**src/rtl/apb2axi_bridge.sv**
```systemverilog
// rtl/apb2axi_bridge.sv - APB3 slave to AXI4 single-beat master bridge
module apb2axi_bridge #(
    parameter int          ADDR_WIDTH = 32,
    parameter int          DATA_WIDTH = 32,
    parameter int          ID_WIDTH   = 6,
    parameter int          USER_WIDTH = 6,
    parameter int unsigned AXI_ID     = 0
) (
    input  logic                    clk_i,
    input  logic                    rst_ni,
    // APB slave
    input  logic                    psel_i,
    input  logic                    penable_i,
    input  logic                    pwrite_i,
    input  logic [ADDR_WIDTH-1:0]   paddr_i,
    input  logic [DATA_WIDTH-1:0]   pwdata_i,
    output logic [DATA_WIDTH-1:0]   prdata_o,
    output logic                    pready_o,
    output logic                    pslverr_o,
    // AXI write address
    output logic [ID_WIDTH-1:0]     aw_id_o,
    output logic [ADDR_WIDTH-1:0]   aw_addr_o,
    output logic [7:0]              aw_len_o,
    output logic [2:0]              aw_size_o,
    output logic [1:0]              aw_burst_o,
    output logic                    aw_lock_o,
    output logic [3:0]              aw_cache_o,
    output logic [2:0]              aw_prot_o,
    output logic [3:0]              aw_region_o,
    output logic [3:0]              aw_qos_o,
    output logic [USER_WIDTH-1:0]   aw_user_o,
    output logic                    aw_valid_o,
    input  logic                    aw_ready_i,
    // AXI write data
    output logic [DATA_WIDTH-1:0]   w_data_o,
    output logic [DATA_WIDTH/8-1:0] w_strb_o,
    output logic                    w_last_o,
    output logic [USER_WIDTH-1:0]   w_user_o,
    output logic                    w_valid_o,
    input  logic                    w_ready_i,
    // AXI write response
    input  logic [ID_WIDTH-1:0]     b_id_i,
    input  logic [1:0]              b_resp_i,
    input  logic [USER_WIDTH-1:0]   b_user_i,
    input  logic                    b_valid_i,
    output logic                    b_ready_o,
    // AXI read address
    output logic [ID_WIDTH-1:0]     ar_id_o,
    output logic [ADDR_WIDTH-1:0]   ar_addr_o,
    output logic [7:0]              ar_len_o,
    output logic [2:0]              ar_size_o,
    output logic [1:0]              ar_burst_o,
    output logic                    ar_lock_o,
    output logic [3:0]              ar_cache_o,
    output logic [2:0]              ar_prot_o,
    output logic [3:0]              ar_region_o,
    output logic [3:0]              ar_qos_o,
    output logic [USER_WIDTH-1:0]   ar_user_o,
    output logic                    ar_valid_o,
    input  logic                    ar_ready_i,
    // AXI read data
    input  logic [ID_WIDTH-1:0]     r_id_i,
    input  logic [DATA_WIDTH-1:0]   r_data_i,
    input  logic [1:0]              r_resp_i,
    input  logic                    r_last_i,
    input  logic [USER_WIDTH-1:0]   r_user_i,
    input  logic                    r_valid_i,
    output logic                    r_ready_o
);

    localparam int         STRB_WIDTH = DATA_WIDTH / 8;
    localparam logic [2:0] AXI_SIZE   = 3'($clog2(STRB_WIDTH));

    typedef enum logic [2:0] {
        ST_IDLE,
        ST_WR_REQ,
        ST_WR_RESP,
        ST_RD_REQ,
        ST_RD_RESP,
        ST_DONE
    } state_e;

    state_e                state_q, state_d;
    logic                  cap_q, cap_d;
    logic                  write_q, write_d;
    logic [ADDR_WIDTH-1:0] addr_q, addr_d;
    logic [DATA_WIDTH-1:0] wdata_q, wdata_d;
    logic [DATA_WIDTH-1:0] rdata_q, rdata_d;
    logic                  err_q, err_d;
    logic                  aw_done_q, aw_done_d;
    logic                  w_done_q, w_done_d;

    // Response id/user, r_last and the low resp bit carry nothing the APB side can use.
    logic unused_inputs;
    assign unused_inputs = ^{b_id_i, b_user_i, b_resp_i[0], r_id_i, r_last_i, r_user_i, r_resp_i[0]};

    // Fixed single-beat transaction attributes.
    assign aw_id_o     = ID_WIDTH'(AXI_ID);
    assign aw_addr_o   = addr_q;
    assign aw_len_o    = 8'd0;
    assign aw_size_o   = AXI_SIZE;
    assign aw_burst_o  = 2'b01;
    assign aw_lock_o   = 1'b0;
    assign aw_cache_o  = 4'd0;
    assign aw_prot_o   = 3'd0;
    assign aw_region_o = 4'd0;
    assign aw_qos_o    = 4'd0;
    assign aw_user_o   = '0;

    assign w_data_o    = wdata_q;
    assign w_strb_o    = '1;
    assign w_last_o    = 1'b1;
    assign w_user_o    = '0;

    assign ar_id_o     = ID_WIDTH'(AXI_ID);
    assign ar_addr_o   = addr_q;
    assign ar_len_o    = 8'd0;
    assign ar_size_o   = AXI_SIZE;
    assign ar_burst_o  = 2'b01;
    assign ar_lock_o   = 1'b0;
    assign ar_cache_o  = 4'd0;
    assign ar_prot_o   = 3'd0;
    assign ar_region_o = 4'd0;
    assign ar_qos_o    = 4'd0;
    assign ar_user_o   = '0;

    assign prdata_o    = rdata_q;

    // State and transfer context registers.
    always_ff @(posedge clk_i or negedge rst_ni) begin
        if (!rst_ni) begin
            state_q   <= ST_IDLE;
            cap_q     <= 1'b0;
            write_q   <= 1'b0;
            addr_q    <= '0;
            wdata_q   <= '0;
            rdata_q   <= '0;
            err_q     <= 1'b0;
            aw_done_q <= 1'b0;
            w_done_q  <= 1'b0;
        end else begin
            state_q   <= state_d;
            cap_q     <= cap_d;
            write_q   <= write_d;
            addr_q    <= addr_d;
            wdata_q   <= wdata_d;
            rdata_q   <= rdata_d;
            err_q     <= err_d;
            aw_done_q <= aw_done_d;
            w_done_q  <= w_done_d;
        end
    end

    // Next-state and handshake outputs; setup is captured in IDLE and launched on the AXI side the following cycle.
    always_comb begin
        state_d    = state_q;
        cap_d      = cap_q;
        write_d    = write_q;
        addr_d     = addr_q;
        wdata_d    = wdata_q;
        rdata_d    = rdata_q;
        err_d      = err_q;
        aw_done_d  = aw_done_q;
        w_done_d   = w_done_q;
        aw_valid_o = 1'b0;
        w_valid_o  = 1'b0;
        ar_valid_o = 1'b0;
        b_ready_o  = 1'b0;
        r_ready_o  = 1'b0;
        pready_o   = 1'b0;
        pslverr_o  = 1'b0;
        case (state_q)
            ST_IDLE: begin
                aw_done_d = 1'b0;
                w_done_d  = 1'b0;
                if (cap_q) begin
                    cap_d   = 1'b0;
                    state_d = write_q ? ST_WR_REQ : ST_RD_REQ;
                end else if (psel_i && !penable_i) begin
                    cap_d   = 1'b1;
                    write_d = pwrite_i;
                    addr_d  = paddr_i;
                    wdata_d = pwdata_i;
                end
            end
            ST_WR_REQ: begin
                aw_valid_o = !aw_done_q;
                w_valid_o  = !w_done_q;
                aw_done_d  = aw_done_q || aw_ready_i;
                w_done_d   = w_done_q || w_ready_i;
                if (aw_done_d && w_done_d) begin
                    state_d = ST_WR_RESP;
                end
            end
            ST_WR_RESP: begin
                b_ready_o = 1'b1;
                if (b_valid_i) begin
                    err_d   = b_resp_i[1];
                    state_d = ST_DONE;
                end
            end
            ST_RD_REQ: begin
                ar_valid_o = 1'b1;
                if (ar_ready_i) begin
                    state_d = ST_RD_RESP;
                end
            end
            ST_RD_RESP: begin
                r_ready_o = 1'b1;
                if (r_valid_i) begin
                    rdata_d = r_data_i;
                    err_d   = r_resp_i[1];
                    state_d = ST_DONE;
                end
            end
            ST_DONE: begin
                pready_o  = 1'b1;
                pslverr_o = err_q;
                state_d   = ST_IDLE;
            end
            default: begin
                state_d = ST_IDLE;
            end
        endcase
    end

endmodule

```
**config.mk**
```make
export PLATFORM = sky130hd
export DESIGN_NAME = apb2axi_bridge
export DESIGN_NICKNAME = d
export VERILOG_FILES = /design/src/rtl/apb2axi_bridge.sv
export SDC_FILE = /design/constraint.sdc
export NUM_CORES = 1
export LEC_CHECK = 0
export BUFFER_PORTS_ARGS = -buffer_cell sky130_fd_sc_hd__buf_2
export CORE_AREA = 3 3 142 144
export CTS_BUF_LIST = sky130_fd_sc_hd__clkbuf_8
export DETAILED_ROUTE_END_ITERATION = 16
export DIE_AREA = 0 0 145 147
export REMOVE_ABC_BUFFERS = 1
export SYNTH_ARGS = -nofsm -noshare
export SYNTH_HDL_FRONTEND = slang
export SYNTH_SLANG_ARGS = --single-unit
```
**constraint.sdc**
```tcl
create_clock -name clk_i -period 1.4 [get_ports clk_i]
set_input_delay 0.07 -clock clk_i [delete_from_list [all_inputs] [get_ports clk_i]]
set_output_delay 0.07 -clock clk_i [all_outputs]
set_load 0.05 [all_outputs]
```
Word level (Yosys, flattened, before mapping)
Cells that the tools add are included.
{"block": "word_totals", "word_cells": 55, "ff_bits": 104, "output_inout_bits": 228, "inputBits": 135}
{"block": "op_classes", "n_bitwise": 1, "n_reduce_logical": 14, "n_eq_ne": 10, "n_mux": 21}
{"op": "3-bit 2-to-1 mux", "count": 5}
{"op": "3-bit one-hot mux with 5 select lines", "count": 1}
{"op": "1-bit 2-to-1 mux", "count": 11}
{"op": "2-bit inequality test, second input constant", "count": 5}
{"op": "3-bit by 2-bit equality test with 1-bit output, second input constant", "count": 2}
{"op": "3-bit equality test, second input constant", "count": 2}
{"op": "1-bit one-hot mux with 2 select lines", "count": 3}
{"op": "3-bit AND reduction", "count": 2}
{"op": "5-bit AND reduction", "count": 1}
{"op": "2-bit nonzero test", "count": 2}
{"op": "3-bit by 1-bit equality test with 1-bit output, second input constant", "count": 1}
{"op": "1-bit zero test", "count": 3}
{"op": "3-bit zero test", "count": 1}
{"op": "1-bit logical AND", "count": 2}
{"op": "1-bit logical OR", "count": 2}
{"op": "2-bit 2-to-1 mux", "count": 1}
{"op": "2-bit AND reduction", "count": 1}
{"op": "1-bit NOT", "count": 1}

Longest topological paths before layout
Gate-level depths: netlist of the first run.
{"block": "logic_depth", "depth_word": 4, "ltp_mapped": 6, "depth_no_buf": 5}

Least setup slack after synthesis of the first run
No wires, ideal clock.
{"block": "synth_timing", "path_type": "flip-flop to output port", "from": "reg state_q[1]", "to": "out pslverr_o", "required_time_ps": 1330, "stages_incl_launch_ff": 4, "n_path_buf": 1, "path_slack_ps": -1020, "arrival_ps": 2350, "cell_sequence": "dfrtp_1 buf_2 nor3b_1 and2_1"}
{"block": "synth_between", "elab_chain_len": 2}
{"element": "start, declared", "line": "83", "source": "state_e state_q, state_d;"}
{"element": "start signal, assigned", "line": "142", "source": "state_q <= state_d;"}
{"element": "3-bit equality test", "line": "172", "source": "case (state_q)"}
{"element": "1-bit 2-to-1 mux", "line": "172"}
{"element": "end, declared", "line": "19", "source": "output logic pslverr_o,"}
Every way passes these cells.

Worst setup path in the final report of the first run
{"block": "layout_timing", "from": "reg state_q[1]", "to": "reg wdata_q[14] (netlist: w_data_o[14])"}
{"block": "layout_between", "elab_chain_len": 2}
{"element": "3-bit zero test", "line": "172"}
{"element": "3-bit AND reduction (no line)"}
{"element": "end signal, assigned", "line": "146", "source": "wdata_q <= wdata_d;"}
{"element": "end, declared", "line": "87", "source": "logic [DATA_WIDTH-1:0] wdata_q, wdata_d;"}
Every way passes these cells.
A chain may end at the register's enable or synchronous reset.

==> impl_metrics.yaml, run 1 <==
run_status:
  status: "finished, violations left"
  violations: "setup timing"
clock_tree:
  clkTransAtPathRegs_ns: 0.10
  cts.sinks: 104
  cts_tree: "yes"
  cts_root_buf: "clkbuf_8"
  cts.path.max_buffers: 2
  h-tree-depth: 3
  cts_buffers: 9
  clock_latency_ns: 0.38
grt:
  use_met3: 0.0361
  grt_busiest_layer: "met2"
  gr-usage-met1: 0.139
  grt_max_degree: 101
  grt_pass1_wl_mm: 22.1
  grtUsageTotal: 0.130
  grt_pass1_vias: 4014
  use_met2: 0.244
  overflow: 0
  antenna_found_initial: 0
routing:
  drtIter0Drc: 48
  drc: 0
  vias_per_cell: 3.86
  drt-total-wl_mm: 14.7
  antenna_left: 0
  wl_per_cell_um: 14.8
  first_pass_iters: 4
  num_vias: 3849
layout:
  layout-drive-gt1-share: 0.562
  final_nets: 867
  antenna_cells_inserted: 0
  final_area_um2: 8130
  n_fill_cell: 1672
  area_growth_pct: 58.0
  multiInputGateArea_um2: 2070
  seqCellArea_um2: 2600
synth:
  yosysWarningCount: 0
  synth_compound_area_frac: 0.0195
  synth_area_um2: 5150
  synthArstFlopShare: 1.00
  dominantRegCellSynth: "dfrtp_1"
  synth_fa_ha_area_frac: 0
  synth_most_common_cell: "buf_4"
  synth_top_family_by_area: "multiplexers"
  synth-edff-count: 0
  yosys-top-cells-area: "dfrtp_1 51%, buf_4 18%, mux2_4 11%, mux2_2 11%, mux2_1 1.8%"
  synth_commonest_cells: "125 x buf_4, 104 x dfrtp_1, 50 x mux2_2, 39 x mux2_4, 10 x nor2_1"
  ys_types: 28
  synth_xor_area_frac: 0
  ys_seq_area_frac: 0.506
  synth_area_leader_cell: "dfrtp_1"
  synthMuxAreaShare: 0.243
  synth-simple-area-share: 0.0253
  netlist.area_leader.share: 0.506
  synth_cells: 385
  syn_avg_cell_area_um2: 13.4
  synth-seq-cells: 104
critical_path:
  worstPathCellList: "buf_6 > nor3_4 > nand3_4 > buf_12 > buf_16 > mux2_4"
  crit_fanout: 9
  crit_type: "register to register"
  cp_slowest_stage_delay_ns: 0.42
  crit_path_start_kind: "register"
  cp_data_arrival_time_ns: 1.94
  crit_slowest_cell: "dfrtp_1"
  critPathCaptureType: "register"
  crit_required_ns: 1.66
pwr:
  power_density_nw_per_um2: 2690
  p_leak_nw: 4.24
  peakVddDrop_mv: 1.79
  finalPower_mw: 21.9
timing:
  min_period_over_period: 1.20
  clock.fmax_mhz: 595
  report.final.setup_viol: 109
  drv_slew: 0
  worst_slack_ns: -0.282
  fin_skew_ns: 0.0111
  final-hold-violation-count: 0
  slew_headroom: 0.644
  rsz0062_at_grt: "true"
  post-route-min-period_ns: 1.68
  worst_pin_slew_ns: 0.533
floorplan:
  start_util: 0.273
  dieArea_um2: 21300
  row_count: 50
  core-area_um2: 18800
  num_io_pins: 363
  die_h_um: 147
  die_w_um: 145
place:
  place_hpwl_mm: 8.76
  place.gp.congestion: 0.754
  portBuffers: 242
  placed_area_um2: 6140
flow_run:
  drv_cap: 0
min_path:
  hp-class: "input port to register"
-- what timing repair did --
item	4_1_cts	5_1_grt
hold buffers	104	0
endpoints found under the setup margin	107	108
pin swaps	9	8
buffers inserted	15	1
hold endpoints to repair	205	0
gates cloned	8	3
gates resized for setup	101	22
-- critical path: cells and delay by family (launching register included) --
| kind | cells | cell delay [ns] |
|---|---|---|
| buffers and inverters | 3 | 0.47 |
| flip-flops | 1 | 0.42 |
| multiplexers | 1 | 0.30 |
| AND/OR/NAND/NOR | 2 | 0.37 |
-- where the power goes --
part | internal [mW] | leakage (nW) | total (mW) | switching [mW]
logic | 4.60 | 2.88 | 14.5 | 9.89
registers | 4.51 | 1.25 | 5.48 | 0.971
clock network | 0.781 | 0.103 | 1.91 | 1.12
total | 9.88 | 4.24 | 21.9 | 12.0
-- area by class of cell --
type,count,share of cell area
repair buffers,384,0.359
flip-flops and latches,104,0.320
multi-input cells,230,0.254
well taps,260,0.0400
clock buffers,11,0.0186
clock inverters,5,0.00569
inverters,3,0.00200
-- kinds of logic after synthesis --
family | count (synthesis)
mux | 98
compound gates | 15
buf+inv | 142
other cells | 2
flops | 104
simple gates | 24
-- layer usage --
layer / share of wire / vias to the layer above
met5: 0 / -
met4: 0.019 / 0
met3: 0.080 / 17
met2: 0.53 / 237
met1: 0.37 / 1829
li1: - / 1766
-- sequential cells by signal (all words and copies together), names as in the netlist --
register / count
ar_addr_o: 32
prdata_o: 32
w_data_o: 32
state_q: 3
aw_done_q: 1
cap_q: 1
err_q: 1
w_done_q: 1
write_q: 1
-- path summary, 6_finish.rpt --
check	startpoint	end	slack, ns	cells after the start
max	state_q[1]	w_data_o[14]	-0.28	6
min	b_resp_i[1]	err_q	0.09	3
min reg2reg	prdata_o[12]	prdata_o[12]	0.51	1
max in group asynchronous	rst_ni	ar_addr_o[23]	0.63	3
min in group asynchronous	rst_ni	w_data_o[6]	0.30	3
max reg2reg	state_q[1]	w_data_o[14]	-0.28	6
-- layout by cell type, fill, tap and decap left out, types with 2 or more instances in the layout --
cell type / count
nand2_1: 2
nor2_4: 6
mux2_2: 26
buf_2: 234
dlygate4sd3_1: 104
a21oi_1: 3
o21ai_0: 2
clkbuf_16: 2
nor3_4: 2
clkbuf_8: 11
inv_6: 3
buf_6: 15
nor2_1: 3
buf_12: 9
mux2_4: 71
buf_4: 9
buf_16: 6
inv_4: 2
o22a_1: 3
conb_1: 93
buf_8: 5
dfrtp_1: 104
-- through the flow --
step | worst slack [ns] | TNS [ns] | utilization | hold slack, ns | std cells
final | -0.282 | -20.58 | 0.432 | 0.0930 | 997
after global routing | -0.343 | -26.02 | 0.432 | 0.0758 | 997
after CTS | -0.319 | -20.94 | 0.429 | 0.0235 | 997
after detailed placement | -0.0754 | -4.90 | 0.326 | -0.120 | 854
after global placement | -0.0560 | -3.44 | 0.326 | -0.119 | 854
after floorplan | -1.36 | -111.76 | - | -0.226 | 337
Note: power is estimated with default switching activity, not from simulation.
==> run 2, diff against run 1 <==
- ABC_AREA: unset -> 1
- BUFFER_PORTS_ARGS: -buffer_cell sky130_fd_sc_hd__buf_2 -> unset
- CORE_AREA: 3 3 142 144 -> 3 3 138 140
- DIE_AREA: 0 0 145 147 -> 0 0 141 143
- DONT_BUFFER_PORTS: unset -> 1
==> run 2 against run 1 <==
Effect of this change:
- the run ends with hold timing, setup timing left
- area after synthesis increased by 3.7%
- clock-buffer cell count decreased by 2
- design area is 8.0% lower
- combinational power shrank 32%
- die area down 5.4%
- clock skew fell by 0.00062 ns
- core utilization down 1.5 points
- via count up 7.8%
- register-to-register slack improved by 0.08 ns
- global-route usage rose by 0.32 points
- largest cell class is now sequential cells
- largest power group unchanged
==> impl_metrics.yaml, run 2 <==
place:
  dp_slack_ns: 0.0227
  place.gp.congestion: 0.753
  place_hpwl_mm: 8.68
  portBuffers: 0
critical_path:
  worstPathCellList: "inv_2 > buf_6 > buf_6 > nand2_4 > nor2_4 > nand4_4 > buf_12 > clkbuf_16 > nand2_4 > o21ai_2"
  crit_slowest_cell: "dfrtp_1"
  critPathCaptureType: "register"
  crit_path_start_kind: "register"
  cp_data_arrival_time_ns: 1.88
  cp_slowest_stage_delay_ns: 0.42
  crit_buf_inv: 5
  crit_fanout: 8
  crit_type: "register to register"
  critPathTopFamily: "buffers and inverters"
  crit_cells: 10
  reg2reg_depth: 10
  crit_required_ns: 1.68
routing:
  wl_per_cell_um: 16.5
  vias_per_cell: 4.20
  num_vias: 4148
  drc: 0
  drtIter0Drc: 144
  first_pass_iters: 4
  antenna_left: 0
  drt-total-wl_mm: 16.3
synth:
  synth-seq-cells: 104
  dominantRegCellSynth: "dfrtp_1"
  yosys-top-cells-area: "dfrtp_1 49%, buf_4 18%, nand2_1 10%, inv_1 5.6%, o21ai_2 4.1%"
  synth-edff-count: 0
  ys_types: 20
  ys_seq_area_frac: 0.488
  synth_area_um2: 5340
  synthArstFlopShare: 1.00
  synth_cells: 612
  syn_avg_cell_area_um2: 8.72
  synth_commonest_cells: "145 x nand2_1, 125 x buf_4, 104 x dfrtp_1, 80 x inv_1, 40 x o21ai_1"
  synth_area_leader_cell: "dfrtp_1"
  yosysWarningCount: 0
  synth_most_common_cell: "nand2_1"
  netlist.area_leader.share: 0.488
pwr:
  p_int_mw: 8.07
  switching_power_mw: 12.0
  seq_power_share: 0.424
  power_density_nw_per_um2: 2680
  p_clk_frac: 0.087
  p_leak_nw: 3.93
  swShare: 0.597
  peakVddDrop_mv: 1.55
  combPwrFrac: 0.490
min_path:
  hp-class: "input port to async pin"
timing:
  report.final.setup_viol: 90
  worst_slack_ns: -0.202
  min_period_over_period: 1.14
  final-hold-violation-count: 104
  post-route-min-period_ns: 1.60
  drv_slew: 0
  clock.fmax_mhz: 624
  worst_pin_slew_ns: 0.564
  fin_skew_ns: 0.0105
  whs_ns: -0.629
  slew_headroom: 0.624
  rsz0062_at_grt: "true"
grt:
  grt_pass1_wl_mm: 21.1
  grt_pass1_vias: 3947
  antenna_found_initial: 0
  overflow: 0
  grt_max_degree: 105
  grtUsageTotal: 0.134
clock_tree:
  cts_buffers: 9
  cts.path.max_buffers: 2
  cts.sinks: 104
  clock_latency_ns: 0.38
  clkTransAtPathRegs_ns: 0.10
  cts_hold_buf: 103
  cts_root_buf: "clkbuf_8"
  cts_tree: "yes"
  h-tree-depth: 3
layout:
  final_nets: 889
  layout_common_cells: "106 x nand2_1, 103 x dfrtp_1, 102 x dlygate4sd3_1"
  area_growth_pct: 40.2
  antenna_cells_inserted: 0
  final_common_cell: "nand2_1"
  layout-drive-gt1-share: 0.285
run_status:
  status: "finished, violations left"
  violations: "hold timing, setup timing"
floorplan:
  row_count: 49
  num_io_pins: 363
  core-area_um2: 18000
  dieArea_um2: 20200
  die_h_um: 143
  die_w_um: 141
  start_util: 0.297
flow_run:
  drv_cap: 0
[run 2: changes by cell type in the layout (fill, tap and decap cells not counted), sizes merged, moves of 3 or more]
| cell | delta |
|---|---|
| nand3 | +36 |
| nand2 | +148 |
| o21ai | +65 |
| clkbuf | +3 |
| inv | +78 |
| o22a | -3 |
| buf | -199 |
| mux2 | -97 |
[run 2: cell families (layout without fill, tap and decap cells)]
| kind of cell | Yosys count | in the layout | share of synthesized area |
|---|---|---|---|
| DFF | 104 | 104 | 0.488 |
| AOI/OAI and AO/OA | 73 | 73 | 0.0865 |
| buffers and inverters | 232 | 288 | 0.267 |
| other | 2 | 93 | 0.00141 |
| and+or+nand+nor | 201 | 201 | 0.158 |
[run 2: layer usage]
metal	global-route usage	share of wire
met5	0	0
met4	0.0566	0.018
met3	0.0409	0.079
met2	0.238	0.52
met1	0.148	0.38
[run 2: worst paths after layout]
check,from,slack [ns],to
worst max-delay path,state_q[1],-0.20,ar_addr_o[23]
worst min-delay path,rst_ni,-0.63,prdata_o[12]
worst max register to register,state_q[1],-0.20,ar_addr_o[23]
worst min register to register,ar_addr_o[3],0.49,ar_addr_o[3]
max in group asynchronous,rst_ni,1.82,ar_addr_o[5]
min in group clk_i,r_valid_i,0.05,prdata_o[15]
[run 2: area by class of cell]
| type | instances | area [µm²] |
|---|---|---|
| fillers | 1675 | 10500 |
| flip-flops and latches | 104 | 2600 |
| repair buffers | 189 | 2060 |
| multi-input cells | 367 | 2050 |
| inverters | 83 | 312 |
| well taps | 229 | 287 |
| clock buffers | 9 | 124 |
| clock inverters | 7 | 41.3 |
[run 2: power groups by stage]
| stage | Sequential, mW | Clock, mW | Combinational [mW] |
|---|---|---|---|
| after floorplan | 11.4 | 0 | 2.81 |
| after global placement | 8.29 | 0 | 7.93 |
| after detailed placement | 8.29 | 0 | 8.05 |
| after CTS | 8.27 | 1.82 | 8.63 |
| after global routing | 8.68 | 1.92 | 10.5 |
| final | 8.50 | 1.74 | 9.82 |
[run 2: what timing repair did]
item | CTS | global route
resized for setup | 24 | 121
hold endpoints to repair | 205 | 104
setup buffers | 4 | 6
pin swaps | 3 | 3
cloned | 1 | 15
endpoints found under the setup margin | 7 | 107
[run 2: metrics by stage]
stage               TNS (ns)   util  total power, mW  instance area (µm²)  instances
floorplan             -75.48      -             14.2                 4570        554
global placement           0  0.299             16.2                 5370        844
detailed placement         0  0.299             16.3                 5370        844
CTS                    -7.04  0.374             18.7                 6720        968
global route          -18.87  0.417             21.0                 7480        988
finish                -11.21  0.417             20.1                 7480        988
